**src/rtl/nexys_starship_monster_ctrl.sv**
```systemverilog
// rtl/nexys_starship_monster_ctrl.sv - multi-station monster controller with global game FSM and LFSR spawns
module nexys_starship_monster_ctrl #(
    parameter int          NUM_STATIONS = 4,
    parameter int          TIMER_W      = 8,
    parameter int          SHOOT_TICKS  = 200,
    parameter logic [15:0] SPAWN_THRESH = 16'h0400,
    parameter logic [15:0] LFSR_SEED    = 16'hACE1
) (
    input  logic                    Clk,
    input  logic                    Reset,
    input  logic                    tick,
    input  logic                    play,
    input  logic [NUM_STATIONS-1:0] hit,
    input  logic [NUM_STATIONS-1:0] repair,
    output logic [NUM_STATIONS-1:0] monster,
    output logic [NUM_STATIONS-1:0] broken,
    output logic                    game_over,
    output logic                    q_Init,
    output logic                    q_Play,
    output logic                    q_Over,
    output logic [15:0]             score
);

    localparam int RR_W  = (NUM_STATIONS > 1) ? $clog2(NUM_STATIONS) : 1;
    localparam int CNT_W = 4;

    localparam logic [1:0] G_INIT = 2'd0;
    localparam logic [1:0] G_PLAY = 2'd1;
    localparam logic [1:0] G_OVER = 2'd2;

    localparam logic [1:0] S_EMPTY  = 2'd0;
    localparam logic [1:0] S_FULL   = 2'd1;
    localparam logic [1:0] S_BROKEN = 2'd2;

    localparam logic [TIMER_W-1:0] TIMER_LAST = TIMER_W'(SHOOT_TICKS - 1);
    localparam logic [RR_W-1:0]    RR_LAST    = RR_W'(NUM_STATIONS - 1);
    // Galois feedback mask for x^16 + x^14 + x^13 + x^11, right-shifting form
    localparam logic [15:0]        LFSR_MASK  = 16'hB400;

    logic [1:0]                                g_q, g_d;
    logic [NUM_STATIONS-1:0][1:0]              st_q, st_d;
    logic [NUM_STATIONS-1:0][TIMER_W-1:0]      timer_q, timer_d;
    logic [15:0]                               score_q, score_d;
    logic [15:0]                               lfsr_q, lfsr_d;
    logic [RR_W-1:0]                           rr_q, rr_d;

    logic                                      all_broken;
    logic                                      spawn_ok;
    logic [CNT_W-1:0]                          hit_cnt;
    logic [16:0]                               score_sum;

    always_ff @(posedge Clk) begin
        if (Reset) begin
            g_q     <= G_INIT;
            st_q    <= '0;
            timer_q <= '0;
            score_q <= '0;
            lfsr_q  <= LFSR_SEED;
            rr_q    <= '0;
        end else begin
            g_q     <= g_d;
            st_q    <= st_d;
            timer_q <= timer_d;
            score_q <= score_d;
            lfsr_q  <= lfsr_d;
            rr_q    <= rr_d;
        end
    end

    always_comb begin
        all_broken = 1'b1;
        for (int i = 0; i < NUM_STATIONS; i++) begin
            if (st_q[i] != S_BROKEN) begin
                all_broken = 1'b0;
            end
        end
    end

    always_comb begin
        g_d = g_q;
        case (g_q)
            G_INIT:  g_d = play ? G_PLAY : G_INIT;
            G_PLAY:  g_d = all_broken ? G_OVER : G_PLAY;
            G_OVER:  g_d = play ? G_OVER : G_INIT;
            default: g_d = G_INIT;
        endcase
    end

    always_comb begin
        q_Init    = (g_q == G_INIT);
        q_Play    = (g_q == G_PLAY);
        q_Over    = (g_q == G_OVER);
        game_over = (g_q == G_OVER);
        score     = score_q;
        for (int i = 0; i < NUM_STATIONS; i++) begin
            monster[i] = (st_q[i] == S_FULL);
            broken[i]  = (st_q[i] == S_BROKEN);
        end
    end

    assign spawn_ok = (g_q == G_PLAY) && tick && (lfsr_q < SPAWN_THRESH);

    // Station FSMs; the round-robin candidate is the only one allowed to spawn this tick
    always_comb begin
        st_d    = st_q;
        timer_d = timer_q;
        hit_cnt = '0;
        if (g_q == G_PLAY) begin
            for (int i = 0; i < NUM_STATIONS; i++) begin
                case (st_q[i])
                    S_EMPTY: begin
                        if (spawn_ok && (rr_q == RR_W'(i))) begin
                            st_d[i]    = S_FULL;
                            timer_d[i] = '0;
                        end
                    end
                    S_FULL: begin
                        if (hit[i]) begin
                            st_d[i] = S_EMPTY;
                            hit_cnt = hit_cnt + CNT_W'(1);
                        end else if (tick) begin
                            if (timer_q[i] == TIMER_LAST) begin
                                st_d[i]    = S_BROKEN;
                                timer_d[i] = '0;
                            end else begin
                                timer_d[i] = timer_q[i] + TIMER_W'(1);
                            end
                        end
                    end
                    S_BROKEN: begin
                        if (repair[i]) begin
                            st_d[i] = S_EMPTY;
                        end
                    end
                    default: begin
                        st_d[i]    = S_EMPTY;
                        timer_d[i] = '0;
                    end
                endcase
            end
        end else if (g_q != G_OVER) begin
            st_d    = '0;
            timer_d = '0;
        end
    end

    assign score_sum = {1'b0, score_q} + 17'(hit_cnt);

    always_comb begin
        score_d = score_q;
        lfsr_d  = lfsr_q;
        rr_d    = rr_q;
        case (g_q)
            G_PLAY: begin
                score_d = score_sum[16] ? 16'hFFFF : score_sum[15:0];
                lfsr_d  = {1'b0, lfsr_q[15:1]} ^ (lfsr_q[0] ? LFSR_MASK : 16'h0000);
                if (tick) begin
                    rr_d = (rr_q == RR_LAST) ? '0 : rr_q + RR_W'(1);
                end
            end
            G_OVER: begin
                score_d = score_q;
            end
            default: begin
                score_d = '0;
                rr_d    = '0;
            end
        endcase
    end

endmodule

```
**config.mk**
```make
export PLATFORM = sky130hd
export DESIGN_NAME = nexys_starship_monster_ctrl
export DESIGN_NICKNAME = d
export VERILOG_FILES = /design/src/rtl/nexys_starship_monster_ctrl.sv
export SDC_FILE = /design/constraint.sdc
export NUM_CORES = 1
export LEC_CHECK = 0
export ABC_AREA = 1
export CELL_PAD_IN_SITES_DETAIL_PLACEMENT = 0
export CELL_PAD_IN_SITES_GLOBAL_PLACEMENT = 1
export CORE_AREA = 10 10 91 153
export CTS_BUF_LIST = sky130_fd_sc_hd__clkbuf_8
export CTS_CLUSTER_DIAMETER = 40
export DETAILED_ROUTE_END_ITERATION = 10
export DIE_AREA = 0 0 101 163
export PLACE_DENSITY_LB_ADDON = 0.08
export RECOVER_POWER = 50
export SLEW_MARGIN = 40
export SYNTH_ARGS = -nofsm -noshare
export SYNTH_HDL_FRONTEND = slang
export SYNTH_SLANG_ARGS = --single-unit
```
**constraint.sdc**
```tcl
create_clock -name Clk -period 4.93 [get_ports Clk]
set_input_delay 1.2325 -clock Clk [delete_from_list [all_inputs] [get_ports Clk]]
set_output_delay 1.2325 -clock Clk [all_outputs]
set_load 0.05 [all_outputs]
```
==> results.md, run 1 <==
* Post-Route Skew at between 0.01 and 0.015 ns
* PwrDens at approximately 260 nW/um^2
* CTS tree: yes
* Min-Delay Startpoint: lfsr_q[6]
* CP max FO at 15
* Via count at around 4800
* Dominant synthesized flop cell: dfxtp_1
* Number of DRC markers in iteration 0 at ~170
* PortBufs at 39
* Max Root-Sink Buffers at 2
* Dpl ws at about 0.22 ns
* Synth cell types at 34
* Finished Cell Area at around 5400 sq um
* Worst Hold Depth at 2
* Antenna Cells at 0
* Gate Count Post-Synth at between 700 and 800
* Routed vias/inst at slightly above 5
* Tot GR Track Use at 15.7%
* Cts hold-fix bufs at 0
* Maximum VDD drop at between 100 and 150 uV
* Die ar. at 16500 sq um
* Final ANT Viol Nets at 0
* First-pass GRT wire length at around 21000 um
* Hold Crit Endpoint: lfsr_q[5]
* Ratio of cells with drive above 1 in the final layout at approximately 5.4%
* RSZ-0062 raised after global routing: no
* Reg2reg start: st_q[0]
* WL final at between 10000 and 15000 um
* Failing checks: max-capacitance violations, max-slew violations
* Post-synth EDFFs at 0
* Final GP Congestion at about 0.86
* Area of the multi-input gates at ~2700 sq um
* Ys async rst share at 0%
* Final worst slack at between 0.5 and 0.6 ns
* Area delta synth->final at 14.4%
* Leakage at between 2 and 2.5 nW
* Total CTS buffers at 9
* Worst-path clk slew at about 0.09 ns
* Status: complete, but fails checks
* Final period util at 89.0%
* Remaining global-route overflow at 0
* Critical path launch point type: primary input
* DR pass1 iterations at 4
* Clk root buf: clkbuf_8
* Max-cap viol count at 1
* Data required, critical path at 5.08 ns
* Largest net degree at the start of global routing at 39
* Clock Latency Late Sink at between 0.3 and 0.4 ns
* Worst-Margin Slew at 1.96 ns
* Starting density of the core at around two fifths
* Total number of yosys warnings at 0
* Final Hold Viols at 0
* F_max at approximately 230 MHz
* Nets at 824
* H-Tree Depth at 3
* Clk sinks at 76
* Initial antenna violation count at 0
* Num rows at 52
* WP data arrival at ~4.5 ns
* Worst min path class: reg -> reg
* Die width at 101 um
* Setup TNS at 0 ns
* DR WL/cell at ~14 um
* Die Height at between 150 and 200 um
* Final min period at ~4.4 ns
* R2R cell count at 21
* Drt drc at 0
* Synthesized flop and latch total at 76
* CP endpoint kind: flip-flop
* Post-Syn Area at roughly 4700 sq um
* # fillers at around 1200
* Register area at 1520 sq um
* Worst slew margin at -30.8%
* Setup Buffers After CTS at 0
* Placed instance area at between 5000 and 6000 sq um
* Syn Area/Cell at between 6 and 7 sq um
* I/O pins at 40
* Cts repair resizes at 0
* Area of the core at around 11000 sq um
* Critical R2R Capture: score[10]
* Crit Path Category: in -> reg
* Syn nets at a little under 800
* Vias in the first global route at about 4500
* Reg2reg setup slack at between 1 and 1.5 ns
* Pins Over Slew Limit at 39
* Final Setup Violations at 0
* Register area share after synthesis at 32.4%
* Dpl hpwl at roughly 9400 um
stage by stage:
step	hold slack, ns	utilization [%]	power [mW]	instances
3_3_place_gp	0.438	45.6	0.895	920
6_report	0.463	47.1	1.38	936
2_1_floorplan	0.429	-	0.831	761
3_5_place_dp	0.449	45.6	0.900	920
4_1_cts	0.469	47.4	1.42	936
5_1_grt	0.498	47.1	1.46	936
registers in the layout, summed over array words and instances, names as in the netlist:
| signal | count |
|---|---|
| rr_q | 2 |
| g_q | 2 |
| timer_q | 32 |
| score | 16 |
| lfsr_q | 16 |
| st_q | 8 |
per-layer routing:
layer	wire length, um	vias to the layer above	GRT usage (%)
met2	6580	88	28.5
met5	0	-	0
met3	459	24	2.72
li1	-	2502	-
met4	320	0	7.00
met1	5310	2151	17.1
critical path, cell delays in order:
cell,delay [ns]
clkdlybuf4s50_1,0.50
nand2_1,0.10
inv_1,0.07
ha_1,0.22
o21ai_1,0.20
inv_1,0.10
ha_1,0.28
nand2_1,0.07
o21ai_0,0.08
ha_1,0.27
nand2_1,0.07
nand2_1,0.09
fa_1,0.47
a21oi_1,0.22
nor2_1,0.08
nand2_1,0.06
buf_4,0.20
nand3_1,0.09
nand2_1,0.06
a21oi_1,0.06
cell type report:
cell class	instances	area share [%]
tap	135	3.15
inverter	91	6.41
clock buffer	10	2.56
timing repair buffer	43	7.76
clock inverter	6	1.31
sequential	76	28.3
multi-input combinational	575	50.5
cell families (layout without fill, tap and decap cells):
family	after synthesis	count (layout)	share of synthesized area (%)
simple gates	462	462	42.7
buf+inv	110	150	9.28
compound gates	92	92	10.2
flops	76	76	32.4
fa+ha+maj	16	16	4.43
xor+xnor	5	5	0.934
where the power goes:
group	switching, mW	leakage, nW	internal (mW)	total, mW
registers	0.0205	0.618	0.638	0.658
logic	0.155	1.57	0.0646	0.220
clock network	0.252	0.0955	0.251	0.503
cell usage after synthesis, types with 2 or more instances:
master / count / area share (%)
nand2_1: 227 / 18
nor2_1: 94 / 7.5
inv_1: 83 / 6.6
nand3_1: 80 / 8.5
dfxtp_1: 76 / 32
a21oi_1: 54 / 5.8
o21ai_0: 26 / 2.8
nor3_1: 17 / 1.8
ha_1: 15 / 4.0
nand4_1: 14 / 1.9
clkbuf_1: 10 / 0.80
nand2_2: 9 / 1.2
nor2_2: 7 / 0.93
buf_2: 6 / 0.64
inv_2: 6 / 0.48
o21ai_1: 5 / 0.53
o21bai_1: 5 / 0.80
nand2_4: 4 / 0.96
nor4_1: 3 / 0.40
xor2_1: 3 / 0.56
or2_0: 2 / 0.27
or2_2: 2 / 0.27
xnor2_1: 2 / 0.37
worst max path at each step:
stage	startpoint	end	slack, ns	cells past startpoint
global route	hit[0]	score[13]	0.15	22
CTS	hit[0]	score[14]	0.60	20
finish	hit[0]	score[10]	0.54	20
floorplan	hit[0]	score[15]	0.85	19
detailed placement	hit[0]	score[14]	0.22	20
global placement	hit[0]	score[9]	0.26	23
placed cells by master, fill, tap and decap left out, types with 2 or more instances in the layout:
cell type,instances
or2_0,2
nor4_1,3
nor2_1,95
nand2_2,6
or2_2,2
inv_1,85
ha_1,15
o21bai_1,5
dfxtp_1,76
clkbuf_8,10
inv_6,2
nor3_1,17
xor2_1,3
clkdlybuf4s50_1,37
xnor2_1,2
buf_4,3
nand2_1,232
nand3_1,80
nand4_1,14
clkinvlp_2,2
o21ai_0,26
o21ai_1,5
a21oi_1,54
inv_2,4
nand2_4,2
nor2_2,6
clkinvlp_4,3
dlygate4sd3_1,2
Power figures use the tool's default switching activity.
==> inputs of run 2 (changes only) <==
Settings changed: GPL_TIMING_DRIVEN from default to 0.
Clock period 4.93 ns to 4.1 ns, I/O delays scaled along.
==> results.md, run 2 (synthesis results as in run 1) <==
* Max Root-Sink Buffers at 2
* Largest net degree at the start of global routing at 14
* Tot GR Track Use at between 10% and 20%
* Final Hold Viols at 0
* Area of the core at around 11000 sq um
* Final min period at between 3 and 4 ns
* Largest register FFs at 32
* Num rows at 52
* Clock power frac at 35.0%
* PortBufs at 39
* WP buf/inv at 6
* Clk sinks at 76
* Commonest non-fill, non-tap cell in the layout: nand2_1
* Remaining global-route overflow at 0
* Hold Worst Slack at ~0.47 ns
* Via count at just under 5000
* H-Tree Depth at 3
* Ratio of cells with drive above 1 in the final layout at about 8.0%
* Vias in the first global route at around 4800
* CP max stage cell: ha_1
* Status: complete, no violations
* Dpl hpwl at 10300 um
* Final GP Congestion at 0.866
* CP max FO at 6
* Crit Path Category: in -> reg
* Initial antenna violation count at 0
* Nets at 846
* Clock Latency Late Sink at around 0.37 ns
* I/O pins at 40
* WP data arrival at 3.92 ns
* CTS tree: yes
* Cts hold-fix bufs at 0
* WL final at approximately 14000 um
* Sw frac at 31.6%
* Number of DRC markers in iteration 0 at around 210
* First-pass GRT wire length at 22800 um
* Delay-heaviest family, CP: adder cells
* Worst slew margin at a little over half
* Leakage at between 2 and 2.5 nW
* Worst-path clk slew at 0.08 ns
* Data required, critical path at 4.33 ns
* DR pass1 iterations at 4
* Total CTS buffers at 9
* Pins Over Slew Limit at 0
* Area of the multi-input gates at between 2000 and 3000 sq um
* Drt drc at 0
* Die width at a little over 100 um
* Commonest non-fill, non-tap cells in the layout: 229 x nand2_1, 93 x nor2_1, 84 x inv_1
* Worst-Margin Slew at 0.702 ns
* Final ANT Viol Nets at 0
* Maximum VDD drop at 196 uV
* Worst min path class: reg -> reg
* Die Height at ~160 um
* # fillers at 1214
* Post-Route Skew at ~0.0090 ns
* Antenna Cells at 0
* Tot Pwr at approximately 1.6 mW
* Reported net switching power at approximately 520 uW
* F_max at approximately 270 MHz
* DR WL/cell at 14.2 um
* Finished Cell Area at 5510 sq um
* PwrDens at 299 nW/um^2
* P_int at about 1.1 mW
* Most flops, register: timer_q
* Slowest Stage Delay on Critical Path at 0.33 ns
* Flop pwr share at approximately 48%
* CP endpoint kind: flip-flop
* RSZ-0062 raised after global routing: no
* Clk root buf: clkbuf_8
* Final Setup Violations at 0
* Starting density of the core at slightly above 40%
* Placed instance area at around 5300 sq um
* Final period util at between 90% and 100%
* CP cell instances: dlymetal6s2s_1, nand2_2, inv_1, ha_1, o21ai_2, inv_2, ha_1, nand2_1, o21ai_0, ha_2, inv_1, nor3_2, nor2_2, ha_1, nand2_1, inv_1, a21oi_2, nor2_2, nand2_2, buf_6, nand3_1, nand2_1, a21oi_1
* Area delta synth->final at 17.5%
* Register area at between 1500 and 2000 sq um
* Comb pwr share at between 10% and 20%
* Critical path launch point type: primary input
* Max-cap viol count at 0
* Routed vias/inst at around 5
* Die ar. at between 15000 and 20000 sq um
run 2: cell type report:
| class | count | share of cell area [%] |
|---|---|---|
| Buffer | 19 | 1.75 |
| Clock buffer | 9 | 2.25 |
| Clock inverter | 6 | 1.20 |
| Inverter | 91 | 6.24 |
| Multi-Input combinational cell | 575 | 49.8 |
| Sequential cell | 76 | 27.6 |
| Tap cell | 135 | 3.06 |
| Timing Repair Buffer | 46 | 8.13 |
run 2: path summary, 6_finish.rpt:
kind	startpoint	end	slack (ns)	depth (start not counted)
max	hit[0]	score[13]	0.41	23
min	lfsr_q[5]	lfsr_q[5]	0.47	2
max reg2reg	st_q[0]	score[13]	0.58	24
min reg2reg	lfsr_q[5]	lfsr_q[5]	0.47	2
run 2: power groups by stage:
stage,Clock [mW],Sequential (mW),Combinational (mW)
final,0.576,0.791,0.280
after global routing,0.620,0.797,0.317
after floorplan,0,0.804,0.196
after CTS,0.599,0.791,0.289
after detailed placement,0,0.808,0.287
after global placement,0,0.807,0.284
run 2: what timing repair did:
item | 4_1_cts | 5_1_grt
buffers inserted | 1 | 5
setup endpoints to repair | 15 | 16
resized for setup | 7 | 15
gates cloned | 0 | 1
hold endpoints to repair | 0 | 0
pin swaps | 1 | 6
run 2: per-layer routing:
metal	share of wire, %	routed length [um]	vias to the layer above	track usage [%]
met3	4.3	587	29	3.57
met5	0	0	-	0
met4	2.8	382	0	7.44
li1	-	-	2552	-
met2	53	7250	78	31.1
met1	40	5380	2239	17.9
run 2: stage by stage:
| stage | utilization [%] | TNS, ns | worst slack, ns | cells |
|---|---|---|---|---|
| after floorplan | - | 0 | 0.227 | 761 |
| after global placement | 46.1 | -11.21 | -0.860 | 935 |
| after detailed placement | 46.1 | -11.93 | -0.894 | 935 |
| after CTS | 48.0 | 0 | 0.00777 | 951 |
| after global routing | 48.4 | 0 | 0.163 | 957 |
| final | 48.4 | 0 | 0.409 | 957 |
run 2: worst min-delay path, stage by stage (launching register included):
cell	delay [ns]
dfxtp_1	0.33
nand2_1	0.05
nand3_1	0.06
